File: config.mk
export PLATFORM = sky130hd
export DESIGN_NAME = dvp_stream_capture
export DESIGN_NICKNAME = d
export VERILOG_FILES = /design/src/rtl/dvp_stream_capture.sv
export SDC_FILE = /design/constraint.sdc
export NUM_CORES = 1
export LEC_CHECK = 0
export BUFFER_PORTS_ARGS = -buffer_cell sky130_fd_sc_hd__buf_2
export CAP_MARGIN = 20
export CORE_UTILIZATION = 50
export CTS_CLUSTER_SIZE = 24
export DETAILED_ROUTE_END_ITERATION = 10
export PLACE_DENSITY = 0.73
export SKIP_CTS_REPAIR_TIMING = 1
export SLEW_MARGIN = 10
export SYNTH_ARGS = -nofsm -noshare
export SYNTH_HDL_FRONTEND = slang
export SYNTH_SLANG_ARGS = --single-unit
export TNS_END_PERCENT = 1
File: constraint.sdc
create_clock -name pclk -period 8.25 [get_ports pclk]
set_clock_uncertainty 0.15 [all_clocks]
set_input_delay 1.65 -clock pclk [delete_from_list [all_inputs] [get_ports pclk]]
set_output_delay 1.65 -clock pclk [all_outputs]
set_load 0.005 [all_outputs]
File: src/rtl/dvp_stream_capture.sv
// -----------------------------------------------------------------------------
// dvp_stream_capture
//   Captures a DVP-style camera bus (vsync / href / byte data) into pixels,
//   buffers them in a small FIFO and emits AXI4-Stream for a VDMA S2MM channel.
//   tuser marks the first pixel of a frame, tlast marks pixel H_SIZE-1 of a line.
//   Capture is armed only at frame boundaries. A FIFO overflow drops the rest
//   of the frame. Line-length, frame-size and overflow errors are sticky.
//   Everything runs on the rising edge of pclk. Reset is resetn: synchronous,
//   active-low.
//
// Optional feature macro: CAPTURE_STATS_EN
//   defined   -> frame_count / drop_count are live 16-bit wrapping counters
//   undefined -> both ports are tied to 0 and the counter logic is absent
//
// Ports
//   pclk, resetn         clock, synchronous active-low reset
//   vsync, href, data    camera bus
//   ctrl_enable          capture enable, sampled only at frame start
//   err_clear            pulse, clears the sticky error flags
//   fsync                one-cycle frame-start pulse
//   m_axis_*             AXI4-Stream master (tdata zero-extended, first byte MSB)
//   busy                 state is ACTIVE or DROP
//   err_*                sticky error flags
//   frame_count          frames delivered without error
//   drop_count           frames dropped on overflow
// -----------------------------------------------------------------------------
module dvp_stream_capture #(
  parameter int H_SIZE        = 640,
  parameter int V_SIZE        = 480,
  parameter int DATA_W        = 8,
  parameter int BYTES_PER_PIX = 2,
  parameter int TDATA_W       = 32,
  parameter int FIFO_DEPTH    = 16,
  parameter int VSYNC_POL     = 1
) (
  input  logic               pclk,
  input  logic               resetn,
  input  logic               vsync,
  input  logic               href,
  input  logic [DATA_W-1:0]  data,
  input  logic               ctrl_enable,
  input  logic               err_clear,
  output logic               fsync,
  output logic               m_axis_tvalid,
  input  logic               m_axis_tready,
  output logic [TDATA_W-1:0] m_axis_tdata,
  output logic               m_axis_tuser,
  output logic               m_axis_tlast,
  output logic               busy,
  output logic               err_overflow,
  output logic               err_short_line,
  output logic               err_long_line,
  output logic               err_frame_size,
  output logic [15:0]        frame_count,
  output logic [15:0]        drop_count
);

  localparam int PIX_W      = DATA_W * BYTES_PER_PIX;
  localparam int BEAT_W     = (BYTES_PER_PIX > 1) ? $clog2(BYTES_PER_PIX) : 1;
  localparam int PIX_CNT_W  = $clog2(H_SIZE + 1);
  localparam int LINE_CNT_W = $clog2(V_SIZE + 2);
  localparam int AW         = $clog2(FIFO_DEPTH);
  localparam int ENTRY_W    = PIX_W + 2;

  localparam logic [BEAT_W-1:0]     LAST_BEAT = BEAT_W'(BYTES_PER_PIX - 1);
  localparam logic [PIX_CNT_W-1:0]  H_MAX     = PIX_CNT_W'(H_SIZE);
  localparam logic [PIX_CNT_W-1:0]  H_LAST    = PIX_CNT_W'(H_SIZE - 1);
  localparam logic [LINE_CNT_W-1:0] V_LINES   = LINE_CNT_W'(V_SIZE);
  localparam logic [LINE_CNT_W-1:0] V_SAT     = LINE_CNT_W'(V_SIZE + 1);
  localparam logic [AW:0]           DEPTH     = (AW + 1)'(FIFO_DEPTH);
  localparam logic                  BLANK_LVL = (VSYNC_POL != 0);

  typedef enum logic [1:0] {S_IDLE, S_ACTIVE, S_DROP} state_t;

  state_t                r_state, w_state_next;
  logic                  w_fsync_next;
  logic                  r_fsync;
  logic                  r_vs_blank_d, r_href_d;
  logic [BEAT_W-1:0]     r_beat;
  logic [PIX_CNT_W-1:0]  r_pix;
  logic [LINE_CNT_W-1:0] r_line;
  logic [PIX_W-1:0]      r_acc;
  logic                  r_err_overflow, r_err_short, r_err_long, r_err_frame;

  // FIFO: r_count includes the entry currently presented on the output register
  logic [ENTRY_W-1:0]    r_mem [FIFO_DEPTH];
  logic [AW-1:0]         r_wr_ptr, r_rd_ptr;
  logic [AW:0]           r_count;
  logic                  r_out_valid;
  logic [ENTRY_W-1:0]    r_out_entry;

  // Edge detection on the camera sync lines
  logic w_vs_blank, w_frame_start, w_frame_end, w_href_rise, w_href_fall;
  assign w_vs_blank    = (vsync == BLANK_LVL);
  assign w_frame_start = r_vs_blank_d & ~w_vs_blank;
  assign w_frame_end   = ~r_vs_blank_d & w_vs_blank;
  assign w_href_rise   = href & ~r_href_d;
  assign w_href_fall   = ~href & r_href_d;

  // Byte assembly: the href rising edge restarts both beat and pixel counters
  // on the same cycle that carries beat 0 of the line.
  logic                 w_active, w_capture, w_pix_done, w_in_range;
  logic [BEAT_W-1:0]    w_beat;
  logic [PIX_CNT_W-1:0] w_pix;
  logic [PIX_W-1:0]     w_acc_next;
  assign w_active   = (r_state == S_ACTIVE);
  assign w_capture  = w_active & href & ~w_vs_blank;
  assign w_beat     = w_href_rise ? '0 : r_beat;
  assign w_pix      = w_href_rise ? '0 : r_pix;
  assign w_acc_next = (r_acc << DATA_W) | PIX_W'(data);
  assign w_pix_done = w_capture & (w_beat == LAST_BEAT);
  assign w_in_range = (w_pix != H_MAX);

  // FIFO handshake; a push into a full FIFO is legal when the same edge pops
  logic               w_pop, w_push, w_full;
  logic               w_overflow, w_long, w_short;
  logic [AW:0]        w_count_after_pop;
  logic [AW-1:0]      w_rd_ptr_next;
  logic [ENTRY_W-1:0] w_entry;
  assign w_pop             = r_out_valid & m_axis_tready;
  assign w_full            = (r_count == DEPTH);
  assign w_overflow        = w_pix_done & w_in_range & w_full & ~w_pop;
  assign w_push            = w_pix_done & w_in_range & ~w_overflow;
  assign w_long            = w_pix_done & ~w_in_range;
  assign w_short           = w_active & w_href_fall & (r_pix != '0) & (r_pix != H_MAX);
  assign w_count_after_pop = r_count - (AW + 1)'(w_pop);
  assign w_rd_ptr_next     = r_rd_ptr + AW'(w_pop);
  assign w_entry           = {(r_line == '0) && (w_pix == '0), (w_pix == H_LAST), w_acc_next};

  // Line counting saturates just past V_SIZE so the frame-size check stays exact
  logic                  w_line_inc, w_frame_size_err;
  logic [LINE_CNT_W-1:0] w_line_next;
  assign w_line_inc       = w_active & w_href_fall;
  assign w_line_next      = (w_line_inc && r_line != V_SAT) ? r_line + LINE_CNT_W'(1) : r_line;
  assign w_frame_size_err = w_active & w_frame_end & (w_line_next != V_LINES);

  // NOTE: every signal driven here gets a default first, so no path can leave
  // it unassigned and infer a latch.
  always_comb begin
    w_state_next = r_state;
    w_fsync_next = 1'b0;
    unique case (r_state)
      S_IDLE: if (w_frame_start && ctrl_enable) begin
        w_state_next = S_ACTIVE;
        w_fsync_next = 1'b1;
      end
      S_ACTIVE: begin
        if (w_frame_end)     w_state_next = S_IDLE;
        else if (w_overflow) w_state_next = S_DROP;
      end
      S_DROP: if (w_frame_end) w_state_next = S_IDLE;
      default: w_state_next = S_IDLE;
    endcase
  end

  // NOTE: all sequential state uses non-blocking assignment so every register
  // samples pre-edge values regardless of statement order.
  always_ff @(posedge pclk) begin
    if (!resetn) begin
      r_state        <= S_IDLE;
      r_fsync        <= 1'b0;
      r_vs_blank_d   <= 1'b0;  // "not blank": capture waits for a fresh blank->active
      r_href_d       <= 1'b0;
      r_beat         <= '0;
      r_pix          <= '0;
      r_line         <= '0;
      r_acc          <= '0;
      r_err_overflow <= 1'b0;
      r_err_short    <= 1'b0;
      r_err_long     <= 1'b0;
      r_err_frame    <= 1'b0;
      r_wr_ptr       <= '0;
      r_rd_ptr       <= '0;
      r_count        <= '0;
      r_out_valid    <= 1'b0;
      r_out_entry    <= '0;
    end else begin
      r_state      <= w_state_next;
      r_fsync      <= w_fsync_next;
      r_vs_blank_d <= w_vs_blank;
      r_href_d     <= href;

      if (w_vs_blank)     r_beat <= '0;
      else if (w_capture) r_beat <= w_pix_done ? '0 : w_beat + BEAT_W'(1);
      if (w_capture)      r_acc  <= w_acc_next;

      if (w_fsync_next)                   r_pix <= '0;
      else if (w_pix_done && w_in_range)  r_pix <= w_pix + PIX_CNT_W'(1);
      else                                r_pix <= w_pix;
      r_line <= w_fsync_next ? '0 : w_line_next;

      // An error event wins over a coincident clear
      r_err_overflow <= (r_err_overflow & ~err_clear) | w_overflow;
      r_err_short    <= (r_err_short    & ~err_clear) | w_short;
      r_err_long     <= (r_err_long     & ~err_clear) | w_long;
      r_err_frame    <= (r_err_frame    & ~err_clear) | w_frame_size_err;

      if (w_push) r_wr_ptr <= r_wr_ptr + AW'(1);
      r_rd_ptr <= w_rd_ptr_next;
      r_count  <= w_count_after_pop + (AW + 1)'(w_push);

      // Output register shows the head entry once it has been in memory for
      // one edge; while stalled it reloads the same, unchanged entry.
      if (w_count_after_pop != '0) begin
        r_out_valid <= 1'b1;
        r_out_entry <= r_mem[w_rd_ptr_next];
      end else begin
        r_out_valid <= 1'b0;
      end
    end
  end

  // NOTE: the storage array is not reset; r_count alone decides which entries
  // are meaningful, so the memory can map onto plain RAM.
  always_ff @(posedge pclk) begin
    if (w_push) r_mem[r_wr_ptr] <= w_entry;
  end

`ifdef CAPTURE_STATS_EN
  logic        r_frame_err;
  logic        w_any_err, w_frame_ok;
  logic [15:0] r_frame_count, r_drop_count;
  assign w_any_err  = w_overflow | w_short | w_long;
  assign w_frame_ok = w_active & w_frame_end & ~r_frame_err & ~w_any_err & ~w_frame_size_err;

  always_ff @(posedge pclk) begin
    if (!resetn) begin
      r_frame_err   <= 1'b0;
      r_frame_count <= '0;
      r_drop_count  <= '0;
    end else begin
      r_frame_err <= w_fsync_next ? 1'b0 : (r_frame_err | w_any_err);
      if (w_frame_ok) r_frame_count <= r_frame_count + 16'd1;
      if (w_overflow) r_drop_count  <= r_drop_count + 16'd1;
    end
  end

  assign frame_count = r_frame_count;
  assign drop_count  = r_drop_count;
`else
  assign frame_count = '0;
  assign drop_count  = '0;
`endif

  assign fsync          = r_fsync;
  assign busy           = (r_state != S_IDLE);
  assign m_axis_tvalid  = r_out_valid;
  assign m_axis_tuser   = r_out_entry[ENTRY_W-1];
  assign m_axis_tlast   = r_out_entry[ENTRY_W-2];
  assign m_axis_tdata   = TDATA_W'(r_out_entry[PIX_W-1:0]);
  assign err_overflow   = r_err_overflow;
  assign err_short_line = r_err_short;
  assign err_long_line  = r_err_long;
  assign err_frame_size = r_err_frame;

endmodule

Yosys cells after proc, flatten, opt, wreduce, memory -nomap -nowiden

Memories as Yosys holds them, arrays and structs flattened. A register that Yosys moved wholly into a read port is not among the register bits.
Cells that the tools add are included.

Register bits: 51
Bits in latches: 0
Memory bits (writable): 288
Memories: 1
ROM bits: 0
Output and inout bits: 73

Memories:

| memory | depth | width | rd ports | clocked after memory_dff | write ports | line | text |
|---|---|---|---|---|---|---|---|
| r_mem  | 16    | 18    | 1        | 1                        | 1           | 86   | `logic [ENTRY_W-1:0] r_mem [FIFO_DEPTH];` |

Shift-type cells: 0
Multiplexer cells: 15
Eq/ne operators: 11
Multipliers: 0
Bitwise logic cells: 36
Divide/modulo/power cells: 0
Magnitude comparators: 0
Add/subtract/negate cells: 7
Reduce and logical (&&, ||, !) cells: 14

Operator list:

| operator                                       | count |
|---|---|
| bitwise AND 1 bit                              | 22 |
| two-way mux 10 bit                             | 2 |
| inequality test 10 bit (second input constant) | 2 |
| inequality test 9 bit (second input constant)  | 2 |
| OR 16 x 8 -> 16 bit                            | 1 |
| adder 10 x 1 -> 10 bit (second input constant) | 1 |
| == test 10 bit (second input constant)         | 1 |
| zero test 10 bit                               | 1 |
| nonzero test 10 bit                            | 1 |
| adder 9 x 1 -> 9 bit (second input constant)   | 1 |
| zero test 9 bit                                | 1 |
| two-way mux 9 bit                              | 1 |
| NOT 1 bit                                      | 9 |
| two-way mux 2 bit                              | 4 |
| two-way mux 1 bit                              | 7 |
| case mux 2 bit (3 select lines)                | 1 |
| adder 5 x 1 -> 5 bit                           | 1 |
| == test 5 bit (second input constant)          | 1 |
| nonzero test 5 bit                             | 1 |
| subtractor 5 x 1 -> 5 bit                      | 1 |
| adder 4 x 1 -> 4 bit                           | 1 |
| adder 4 x 1 -> 4 bit (second input constant)   | 1 |
| logical AND 1 bit                              | 4 |
| inequality test 2 bit (second input constant)  | 2 |
| other kinds (10)                               | 14 |

Logic depth before layout (Yosys ltp)

Gate-level depths: netlist of the first run.

Depth in word-level cells: 11
Gate-level depth with buffers: 14
Gate-level depth less buffers: 13

Least setup slack after synthesis of the first run

Ideal clock, no wire load.

Path type: input to register
From: input port href
To: memory r_mem[0][0] in the netlist's numbering (enable)
Data required time: 7.684 ns
Path slack: 3.384 ns
Stages: 9
Library setup time: 0.416 ns
Data arrival time: 4.301 ns
Cells stage by stage: nand2b_1 > clkbuf_1 > nand2_1 > ha_1 > nand4_2 > o21a_1 > buf_2 > nand3_1 > nor3_1

Word-level cells in the longest chain between the ends: 10
Elaborated cells on any way between the ends: 14

RTL lines:

| element                                                     | line     | text |
|---|---|---|
| start: declaration                                          | 39       | `input logic href,` |
| bitwise AND 1 bit (on tied branches)                        | 97, 107  |  |
| two-way mux 10 bit (tied with other cells)                  | 109      | `assign w_pix = w_href_rise ? '0 : r_pix;` |
| inequality test 10 bit or bitwise AND 1 bit (tied branches) | 112, 111 |  |
| bitwise AND 1 bit (*)                                       | 122, 123 |  |
| bitwise AND 1 bit (2 in a row)                              | 122      | `assign w_overflow = w_pix_done & w_in_range & w_full & ~w_pop;` |
| NOT 1 bit                                                   | 123      | `assign w_push = w_pix_done & w_in_range & ~w_overflow;` |
| bitwise AND 1 bit (*)                                       | 123      |  |
| two-way mux 1 bit (*)                                       | 216      | `if (w_push) r_mem[r_wr_ptr] <= w_entry;` |
| two-way mux 1 bit (implied by the code) (*)                 | 216      |  |
| end: declaration                                            | 86       |  |

Mark *: on every way between the ends. The rest lies on a longest branch, timed or not.

Final worst setup path of the first run

From: input port vsync
To: memory r_mem[1][13] in the netlist's numbering (enable)

Word-level cells in the longest chain between the ends: 10

RTL lines:

| element                                     | line     | text |
|---|---|---|
| start: declaration                          | 38       | `input logic vsync,` |
| NOT 1 bit (*)                               | 107      | `assign w_capture = w_active & href & ~w_vs_blank;` |
| bitwise AND 1 bit (*)                       | 107      |  |
| bitwise AND 1 bit (*)                       | 111      | `assign w_pix_done = w_capture & (w_beat == LAST_BEAT);` |
| bitwise AND 1 bit (*)                       | 122, 123 |  |
| bitwise AND 1 bit (2 in a row)              | 122      |  |
| NOT 1 bit                                   | 123      |  |
| bitwise AND 1 bit (*)                       | 123      |  |
| two-way mux 1 bit (*)                       | 216      |  |
| two-way mux 1 bit (implied by the code) (*) | 216      |  |

Marked as above.

==> impl_metrics.py, run 1 <==
metrics = {
    "sta": {
        "fin_crit_ns": 4.74,
        "max_slew_margin_pct": 28.2,
        "slew_viol_final": 0,
        "clock.fmax_mhz": 211,
        "tightest_slew_ns": 1.08,
        "hold_viol": 0,
        "fin_crit_sh_pct": 57.5,
        "rsz0062_at_grt": "false",
        "fin_tns_setup_ns": 0,
        "setup_violations": 0,
    },
    "critical_path": {
        "cp-end-kind": "flip-flop",
        "critPathRequiredTime_ns": 8.31,
        "cp_max_fo": 13,
        "startpoint_type": "input pin",
        "critical_path_arrival_ns": 4.80,
        "path_class": "in2reg",
    },
    "final_layout": {
        "nFillCells": 2113,
        "seq_area_mm2": 0.0100,
        "multiInputGateArea_mm2": 0.00416,
        "num-nets-final": 990,
        "utilization_pct": 57.3,
        "drive_gt1_share_pct": 21.0,
        "syn_to_final_growth_pct": 11.2,
        "diodes": 0,
    },
    "clock_tree": {
        "root_buffer": "clkbuf_16",
        "clk_pin_slew_ns": 0.06,
        "h-tree-depth": 2,
        "clock_sinks": 357,
        "clock_path_buffers": 3,
        "clk_latency_ns": 0.53,
        "cts_tree": "built",
        "cts_made_buffers": 35,
    },
    "yosys": {
        "synth_area_leader_cell": "edfxtp_1",
        "synth_cells": 909,
        "ys_seq_area_share_pct": 69.1,
        "ys_ff_latch": 357,
        "ys_types": 55,
        "synth_area_mm2": 0.0145,
        "async_reset_ff_share_pct": 0,
        "synthFlopType": "edfxtp_1",
        "yosysTopAreaCellShare_pct": 59.6,
        "synth_edf_count": 288,
        "yosys-top-cells-area": "edfxtp_1 (60%), mux4_2 (11%), dfxtp_1 (9.5%)",
        "synth_area_per_cell_um2": 16.0,
        "yosysWarnings": 0,
    },
    "min_path": {
        "hp-class": "reg2reg",
    },
    "routing": {
        "drt_iter0_drc": 743,
        "ant_nets": 0,
        "wl_mm": 30.5,
        "drt_pass1_iterations": 8,
        "drcViolationCount": 0,
        "num_vias": 7786,
        "via_per_inst": 5.72,
        "post_drt_wl_per_cell_um": 22.4,
    },
    "status": {
        "status": "finished, final reports clean",
    },
    "floorplanning": {
        "initial_core_util_pct": 51.5,
        "num_io_pins": 88,
        "fp.dieW_um": 172,
        "die_area_mm2": 0.0297,
        "rows": 61,
        "die_y_um": 172,
        "core_mm2": 0.0282,
    },
    "grt": {
        "grt_busiest_layer": "met2",
        "grt_pass1_wl_mm": 46.0,
        "overflow": 0,
        "grt.met1_usage_pct": 30.3,
        "antenna_found_initial": 0,
        "grtUsageMet3_pct": 4.55,
        "track_usage_pct": 21.4,
        "grt_pass1_vias": 7716,
        "met2_usage_pct": 33.2,
        "grt_max_degree": 74,
    },
    "power": {
        "p_leak_uw": 0.00569,
        "irDropWorstVdd_mv": 0.276,
        "powerDensity_mw_per_mm2": 262,
    },
    "placement": {
        "gp_congestion": 0.811,
        "io_buffers": 39,
        "hpwl_mm": 18.3,
    },
    "flow_run": {
        "cap_viol_max_count": 0,
    },
}
cell usage after synthesis, types with 3 or more instances:
master and number:
a211o_1 17, a21oi_1 49, and2_1 9, and3_1 3
and4_1 3, buf_2 10, buf_4 50, clkbuf_1 23
dfxtp_1 69, edfxtp_1 288, ha_1 15, inv_1 13
mux2i_1 13, mux4_2 72, nand2_1 90, nand2b_1 12
nand3_1 16, nand3b_1 5, nand4_1 7, nor2_1 56
nor2b_1 3, nor3_1 14, nor3b_1 3, nor4_1 3
o2111ai_1 3, o21ai_0 5, o21ai_4 3, or4_1 3
xnor2_1 9, xor2_1 9
through the flow:
| step | instances | worst slack (ns) | cell area, um2 | hold WS (ns) | total power [uW] |
|---|---|---|---|---|---|
| final | 1362 | 3.51 | 16100 | 0.308 | 4220 |
| after floorplan | 956 | 3.38 | 14700 | 0.306 | 2550 |
| after detailed placement | 1297 | 3.03 | 15000 | 0.295 | 2730 |
| after CTS | 1358 | 3.57 | 16100 | 0.309 | 4250 |
| after global routing | 1362 | 3.31 | 16100 | 0.326 | 4370 |
| after global placement | 1297 | 3.13 | 15000 | 0.288 | 2720 |
registers in the layout, summed over array words and instances (netlist names), 2 cells and up:
signal / cells
r_line: 9
r_acc: 8
r_wr_ptr: 4
r_pix: 10
r_count: 5
r_rd_ptr: 4
r_mem: 288
r_out_entry: 18
r_state: 2
power by group:
part	switching, uW	leakage [uW]	internal, uW
Clock	652	0.000523	880
Sequential	39.9	0.00340	1980
Combinational	357	0.00177	308
layout by cell type, fill, tap and decap left out, drive strengths merged, types with 17 or more instances in the layout:
master / instances
clkbuf: 43
edfxtp: 288
mux4: 72
dfxtp: 69
buf: 54
a21oi: 49
a211o: 17
conb: 48
nand2: 91
nor2: 56
area by class of cell:
class                   count  area share (%)
clock buffers              43            5.62
repair buffers             54            2.05
inverters                  13           0.302
clock inverters            18            1.12
flip-flops and latches    357            62.2
multi-input cells         499            25.8
well taps                 378            2.93
path summary, 6_finish.rpt:
kind / from / endpoint / slack (ns) / cells after the start
worst max-delay path: vsync / r_mem[1][13] / 3.51 / 7
worst min-delay path: r_out_entry[9] / r_out_entry[9] / 0.31 / 1
worst max register to register: r_state[0] / r_mem[1][13] / 4.39 / 6
worst min register to register: r_out_entry[9] / r_out_entry[9] / 0.31 / 1
worst max-delay path, cell delays in order:
cell and delay, ns:
buf_2 0.12, and4bb_1 0.65, and3_1 0.47, o21a_1 0.49
nand3_1 0.32, nor3_2 0.73, buf_4 0.35
layer usage:
metal | part of all wire (%) | wire, um | vias up
met4 | 2.7 | 830 | 0
met5 | 0 | 0 | -
li1 | - | - | 3477
met2 | 47 | 14400 | 285
met1 | 42 | 12900 | 3978
met3 | 7.8 | 2390 | 46
logic make-up after synthesis:
logic type | share of synthesized area [%]
compound gates | 4.22
fa+ha+maj | 1.29
xor+xnor | 1.20
buf+inv | 4.07
simple gates | 7.90
other cells | 0.0259
mux | 12.2
flops | 69.1
Note: power is estimated with default switching activity, not from simulation.
==> run 2, diff against run 1 <==
==> constraint.sdc (replaced) <==
create_clock -name pclk -period 4.4 [get_ports pclk]
set_clock_uncertainty 0.15 [all_clocks]
set_input_delay 0.88 -clock pclk [delete_from_list [all_inputs] [get_ports pclk]]
set_output_delay 0.88 -clock pclk [all_outputs]
set_load 0.005 [all_outputs]
==> impl_metrics.py, run 2 (synthesis results as in run 1) <==
metrics = {
    "critical_path": {
        "path_class": "in2reg",
        "reg2reg_depth": 9,
        "critical_path_arrival_ns": 3.55,
        "startpoint_type": "input pin",
        "r2r_slack_ns": 1.25,
        "rr_startpoint": "m_axis_tvalid",
        "cp-end-kind": "flip-flop",
        "rr_endpoint": "r_out_entry[5]",
        "cp_max_fo": 18,
        "critPathRequiredTime_ns": 4.64,
    },
    "final_layout": {
        "top_register": "r_mem",
        "drive_gt1_share_pct": 22.6,
        "nFillCells": 2094,
        "mostFrequentLayoutCell": "edfxtp_1",
        "seq_area_mm2": 0.0100,
        "diodes": 0,
        "layout_common_cells": "edfxtp_1 (288), nand2_1 (90), mux4_2 (72)",
        "fin_cells": 1383,
        "largest_register_ffs": 288,
        "num-nets-final": 1009,
        "multiInputGateArea_mm2": 0.00416,
        "top_regs": "r_mem: 288 flops, r_out_entry: 18 flops, r_pix: 10 flops",
        "syn_to_final_growth_pct": 12.8,
    },
    "placement": {
        "io_buffers": 39,
        "hpwl_mm": 17.4,
        "dp_cells": 1319,
        "gp_congestion": 0.823,
    },
    "clock_tree": {
        "clk_latency_ns": 0.51,
        "clock_sinks": 357,
        "clk_pin_slew_ns": 0.06,
        "cts_made_buffers": 36,
        "root_buffer": "clkbuf_16",
        "h-tree-depth": 2,
        "cts_tree": "built",
        "clock_path_buffers": 3,
    },
    "routing": {
        "drt_pass1_iterations": 5,
        "num_vias": 7867,
        "wl_mm": 29.9,
        "drcViolationCount": 0,
        "drt_iter0_drc": 854,
        "via_per_inst": 5.69,
        "ant_nets": 0,
        "post_drt_wl_per_cell_um": 21.6,
    },
    "min_path": {
        "holdCritStartpoint": "r_out_entry[11]",
        "holdPathEnd": "r_out_entry[11]",
        "hp-class": "reg2reg",
        "hold_depth": 1,
    },
    "sta": {
        "timing.hold.ws_ns": 0.314,
        "max_slew_margin_pct": 34.8,
        "setup_violations": 0,
        "rsz0062_at_grt": "false",
        "slew_viol_final": 0,
        "hold_viol": 0,
        "fin_crit_ns": 3.31,
        "fin_tns_setup_ns": 0,
        "fin_crit_sh_pct": 75.3,
        "clock.fmax_mhz": 302,
        "tightest_slew_ns": 0.973,
    },
    "flow_run": {
        "cap_viol_max_count": 0,
    },
    "grt": {
        "overflow": 0,
        "grt_pass1_vias": 7826,
        "grt_busiest_layer": "met2",
        "grt_max_degree": 34,
        "grt.met1_usage_pct": 29.4,
        "grt_pass1_wl_mm": 45.4,
        "antenna_found_initial": 0,
        "track_usage_pct": 20.9,
        "grtUsageMet3_pct": 3.43,
        "met2_usage_pct": 33.5,
    },
    "floorplanning": {
        "rows": 61,
        "die_area_mm2": 0.0297,
        "fp.dieW_um": 172,
        "core_mm2": 0.0282,
        "initial_core_util_pct": 51.5,
        "num_io_pins": 88,
        "die_y_um": 172,
    },
    "power": {
        "p_leak_uw": 0.00583,
        "powerDensity_mw_per_mm2": 491,
        "total_power_uw": 8030,
        "irDropWorstVdd_mv": 0.309,
    },
    "status": {
        "status": "finished, final reports clean",
    },
}
## run 2: cell types whose count changed in the layout (fill, tap and decap cells not counted)
cell and change:
clkbuf_16 +2, buf_6 -2, clkinv_2 +4, inv_6 -3, clkinv_4 -1, clkinvlp_2 -1
clkinv_1 -1, buf_8 -2, clkbuf_1 +2, clkbuf_8 +1, buf_4 +16, buf_12 +6
## run 2: metal layers
metal,routed length (um),vias to the layer above
met1,12700,3987
met3,2070,56
li1,-,3520
met2,14500,304
met4,708,0
met5,0,-
## run 2: worst max path at each step
stage,endpoint,from,slack [ns],depth (start not counted)
after floorplan,r_mem[0][0],href,0.30,9
after global placement,r_out_entry[13],m_axis_tready,0.67,10
after detailed placement,r_out_entry[5],m_axis_tready,0.60,10
after CTS,r_out_entry[5],m_axis_tready,1.11,10
after global routing,r_out_entry[5],m_axis_tready,0.96,10
final,r_out_entry[5],m_axis_tready,1.09,10
## run 2: critical path: stages
cell and delay, ns:
buf_2 0.09, nand2_1 0.08, inv_1 0.09, ha_1 0.23
ha_1 0.29, inv_1 0.06, or4_1 0.72, o21ai_4 0.65
a21oi_1 0.14, a211o_1 0.31
## run 2: through the flow
stage / util, % / worst slack [ns] / area [um2]
floorplan: - / 0.304 / 14700
global placement: 54.1 / 0.673 / 15200
detailed placement: 54.1 / 0.600 / 15200
CTS: 58.1 / 1.11 / 16400
global route: 58.1 / 0.960 / 16400
finish: 58.1 / 1.09 / 16400
## run 2: power breakdown
group / switching (uW) / total, uW / internal [uW]
Sequential: 92.7 / 3810 / 3720
Combinational: 653 / 1270 / 617
Clock: 1210 / 2940 / 1740
Total: 1950 / 8030 / 6080
## run 2: layout make-up
cell class                      count  area share (%)
Inverter                           13           0.298
Sequential cell                   357            61.3
Clock inverter                     16           0.956
Timing Repair Buffer               72            3.16
Multi-Input combinational cell    499            25.4
Clock buffer                       48            5.97
Tap cell                          378            2.89
==> run 3, diff against run 2 <==
--- a/config.mk
+++ b/config.mk
@@ -5,12 +5,13 @@
 export SDC_FILE = /design/constraint.sdc
 export NUM_CORES = 1
 export LEC_CHECK = 0
+export ABC_AREA = 1
 export BUFFER_PORTS_ARGS = -buffer_cell sky130_fd_sc_hd__buf_2
 export CAP_MARGIN = 20
 export CORE_UTILIZATION = 50
 export CTS_CLUSTER_SIZE = 24
 export DETAILED_ROUTE_END_ITERATION = 10
-export PLACE_DENSITY = 0.73
+export PLACE_DENSITY = 0.72
 export SKIP_CTS_REPAIR_TIMING = 1
 export SLEW_MARGIN = 10
 export SYNTH_ARGS = -nofsm -noshare
==> constraint.sdc (replaced) <==
create_clock -name pclk -period 3.1 [get_ports pclk]
set_clock_uncertainty 0.15 [all_clocks]
set_input_delay 0.62 -clock pclk [delete_from_list [all_inputs] [get_ports pclk]]
set_output_delay 0.62 -clock pclk [all_outputs]
set_load 0.005 [all_outputs]
==> impl_metrics.py, run 3 <==
metrics = {
    "status": {
        "status": "finished, final reports clean",
    },
    "critical_path": {
        "startpoint_type": "flip-flop",
        "critical_path_arrival_ns": 2.99,
        "crit_chain": "nand2_1 -> inv_1 -> ha_1 -> ha_1 -> or2_1 -> nand2_1 -> nand3_1 -> nor2_1 -> nand2_2 -> inv_2 -> o21bai_1 -> inv_1",
        "cp_max_fo": 19,
        "rr_startpoint": "m_axis_tvalid",
        "rr_endpoint": "r_out_entry[3]",
        "slowest_stage": "inv_2",
        "crit_start": "m_axis_tvalid",
        "critPathRequiredTime_ns": 3.40,
        "crit_end": "r_out_entry[3]",
        "slowest_delay_ns": 0.50,
        "reg2reg_depth": 12,
        "path_class": "reg2reg",
        "cp-end-kind": "flip-flop",
        "r2r_slack_ns": 0.41,
    },
    "min_path": {
        "hp-class": "in2reg",
        "holdCritStartpoint": "vsync",
    },
    "final_layout": {
        "top_regs": "r_mem: 288 flops, r_out_entry: 18 flops, r_pix: 10 flops",
        "num-nets-final": 1472,
        "largest_register_ffs": 288,
        "nFillCells": 2374,
        "final_area_mm2": 0.0172,
        "drive_gt1_share_pct": 12.5,
        "mostFrequentLayoutCell": "nor2_1",
        "top_register": "r_mem",
        "utilization_pct": 58.2,
        "syn_to_final_growth_pct": 14.4,
        "layout_common_cells": "nor2_1 (290), edfxtp_1 (288), o21ai_0 (226)",
        "diodes": 0,
        "seq_area_mm2": 0.0100,
        "multiInputGateArea_mm2": 0.00433,
    },
    "yosys": {
        "ys_types": 39,
        "ys_ff_latch": 357,
        "async_reset_ff_share_pct": 0,
        "synth_area_per_cell_um2": 10.9,
        "ys_seq_area_share_pct": 66.5,
        "synth_cells": 1389,
        "synth_area_mm2": 0.0151,
        "synth_edf_count": 288,
        "yosysWarnings": 0,
        "synth_area_leader_cell": "edfxtp_1",
        "synthFlopType": "edfxtp_1",
        "yosysMostFrequentCell": "nor2_1",
        "yosys-top-cells-area": "edfxtp_1 (57%), dfxtp_1 (9.2%), nor2_1 (7.6%)",
        "synth_common_cells": "nor2_1 (306), edfxtp_1 (288), o21ai_0 (226)",
        "yosysTopAreaCellShare_pct": 57.3,
    },
    "clock_tree": {
        "cts_tree": "built",
        "clock_sinks": 357,
        "clk_latency_ns": 0.52,
        "cts_made_buffers": 38,
        "root_buffer": "clkbuf_16",
        "clock_path_buffers": 3,
        "h-tree-depth": 2,
        "clk_pin_slew_ns": 0.06,
    },
    "grt": {
        "overflow": 0,
        "antenna_found_initial": 3,
        "grt_pass1_vias": 9627,
        "track_usage_pct": 22.8,
        "grt_pass1_wl_mm": 53.5,
        "grt_max_degree": 110,
    },
    "routing": {
        "drt_pass1_iterations": 7,
        "drt_iter0_drc": 926,
        "post_drt_wl_per_cell_um": 18.5,
        "ant_nets": 0,
        "via_per_inst": 5.47,
        "drcViolationCount": 0,
        "wl_mm": 34.4,
        "num_vias": 10200,
    },
    "floorplanning": {
        "num_io_pins": 88,
        "die_y_um": 176,
        "rows": 63,
        "initial_core_util_pct": 50.9,
        "fp.dieW_um": 176,
        "core_mm2": 0.0296,
        "die_area_mm2": 0.0309,
    },
    "sta": {
        "clock.fmax_mhz": 372,
        "tightest_slew_ns": 0.721,
        "setup_violations": 0,
        "hold_viol": 0,
        "max_slew_margin_pct": 51.9,
        "fin_crit_ns": 2.69,
        "rsz0062_at_grt": "false",
        "timing.hold.ws_ns": 0.180,
        "slew_viol_final": 0,
        "fin_crit_sh_pct": 86.8,
        "fin_tns_setup_ns": 0,
    },
    "placement": {
        "io_buffers": 39,
        "hpwl_mm": 20.7,
        "gp_congestion": 0.892,
        "dpl-instance-area_mm2": 0.0159,
    },
    "power": {
        "powerDensity_mw_per_mm2": 738,
        "total_power_uw": 12700,
        "p_leak_uw": 0.00611,
        "irDropWorstVdd_mv": 0.515,
    },
    "flow_run": {
        "cap_viol_max_count": 0,
    },
}
==> run 3: changes by cell type after synthesis, moves of 34 or more <==
cell      previous run  this run
nor2_1              56       306
o21ai_0              5       226
mux4_2              72         0
inv_1               13        73
o21ai_1              1        41
o211ai_1             2        36
==> run 3: kinds of logic after synthesis <==
kind of cell | share of synthesized area (%)
adders and majority gates | 1.24
buffers and inverters | 6.46
other | 0.0249
DFF | 66.5
and+or+nand+nor | 12.6
AOI/OAI and AO/OA | 12.4
xor gates and xnor gates | 0.805
==> run 3: worst min-delay path by stage <==
stage,depth (start not counted),slack [ns],endpoint
2_1_floorplan,2,0.31,err_frame_size
4_1_cts,2,0.17,r_beat
3_3_place_gp,2,0.30,err_overflow
5_1_grt,2,0.18,r_beat
6_report,2,0.18,r_beat
3_5_place_dp,2,0.31,err_short_line
==> run 3: critical path: cells and delay by family, from the launching register on <==
family,cells,cell delay (ns)
AO/OA/AOI/OAI,1,0.14
adder cells (fa/ha/maj),2,0.43
buffers and inverters,3,0.68
flip-flops,1,0.33
AND/OR/NAND/NOR,6,0.87
==> run 3: area by class of cell <==
cell class / count / share of cell area, %
Multi-Input combinational cell: 882 / 25.1
Tap cell: 390 / 2.83
Clock inverter: 23 / 1.86
Timing Repair Buffer: 80 / 4.44
Clock buffer: 44 / 5.77
Inverter: 83 / 1.84
Sequential cell: 357 / 58.2
==> run 3: power breakdown <==
part	internal, uW	switching, uW
Clock	2960	1800
Sequential	5280	91.8
Combinational	813	1770
==> run 3: through the flow <==
step,instances,setup WS [ns]
finish,1859,0.410
global placement,1792,0.123
detailed placement,1792,0.0405
CTS,1859,0.409
floorplan,1436,0.0152
global route,1859,0.146
==> run 3: routing by layer <==
layer | share of wire, % | global-route usage (%) | vias up
li1 | - | - | 4822
met1 | 42 | 30.8 | 4858
met2 | 48 | 37.0 | 412
met3 | 6.8 | 3.79 | 66
met4 | 2.9 | 8.41 | 6
met5 | 0.10 | 0 | -
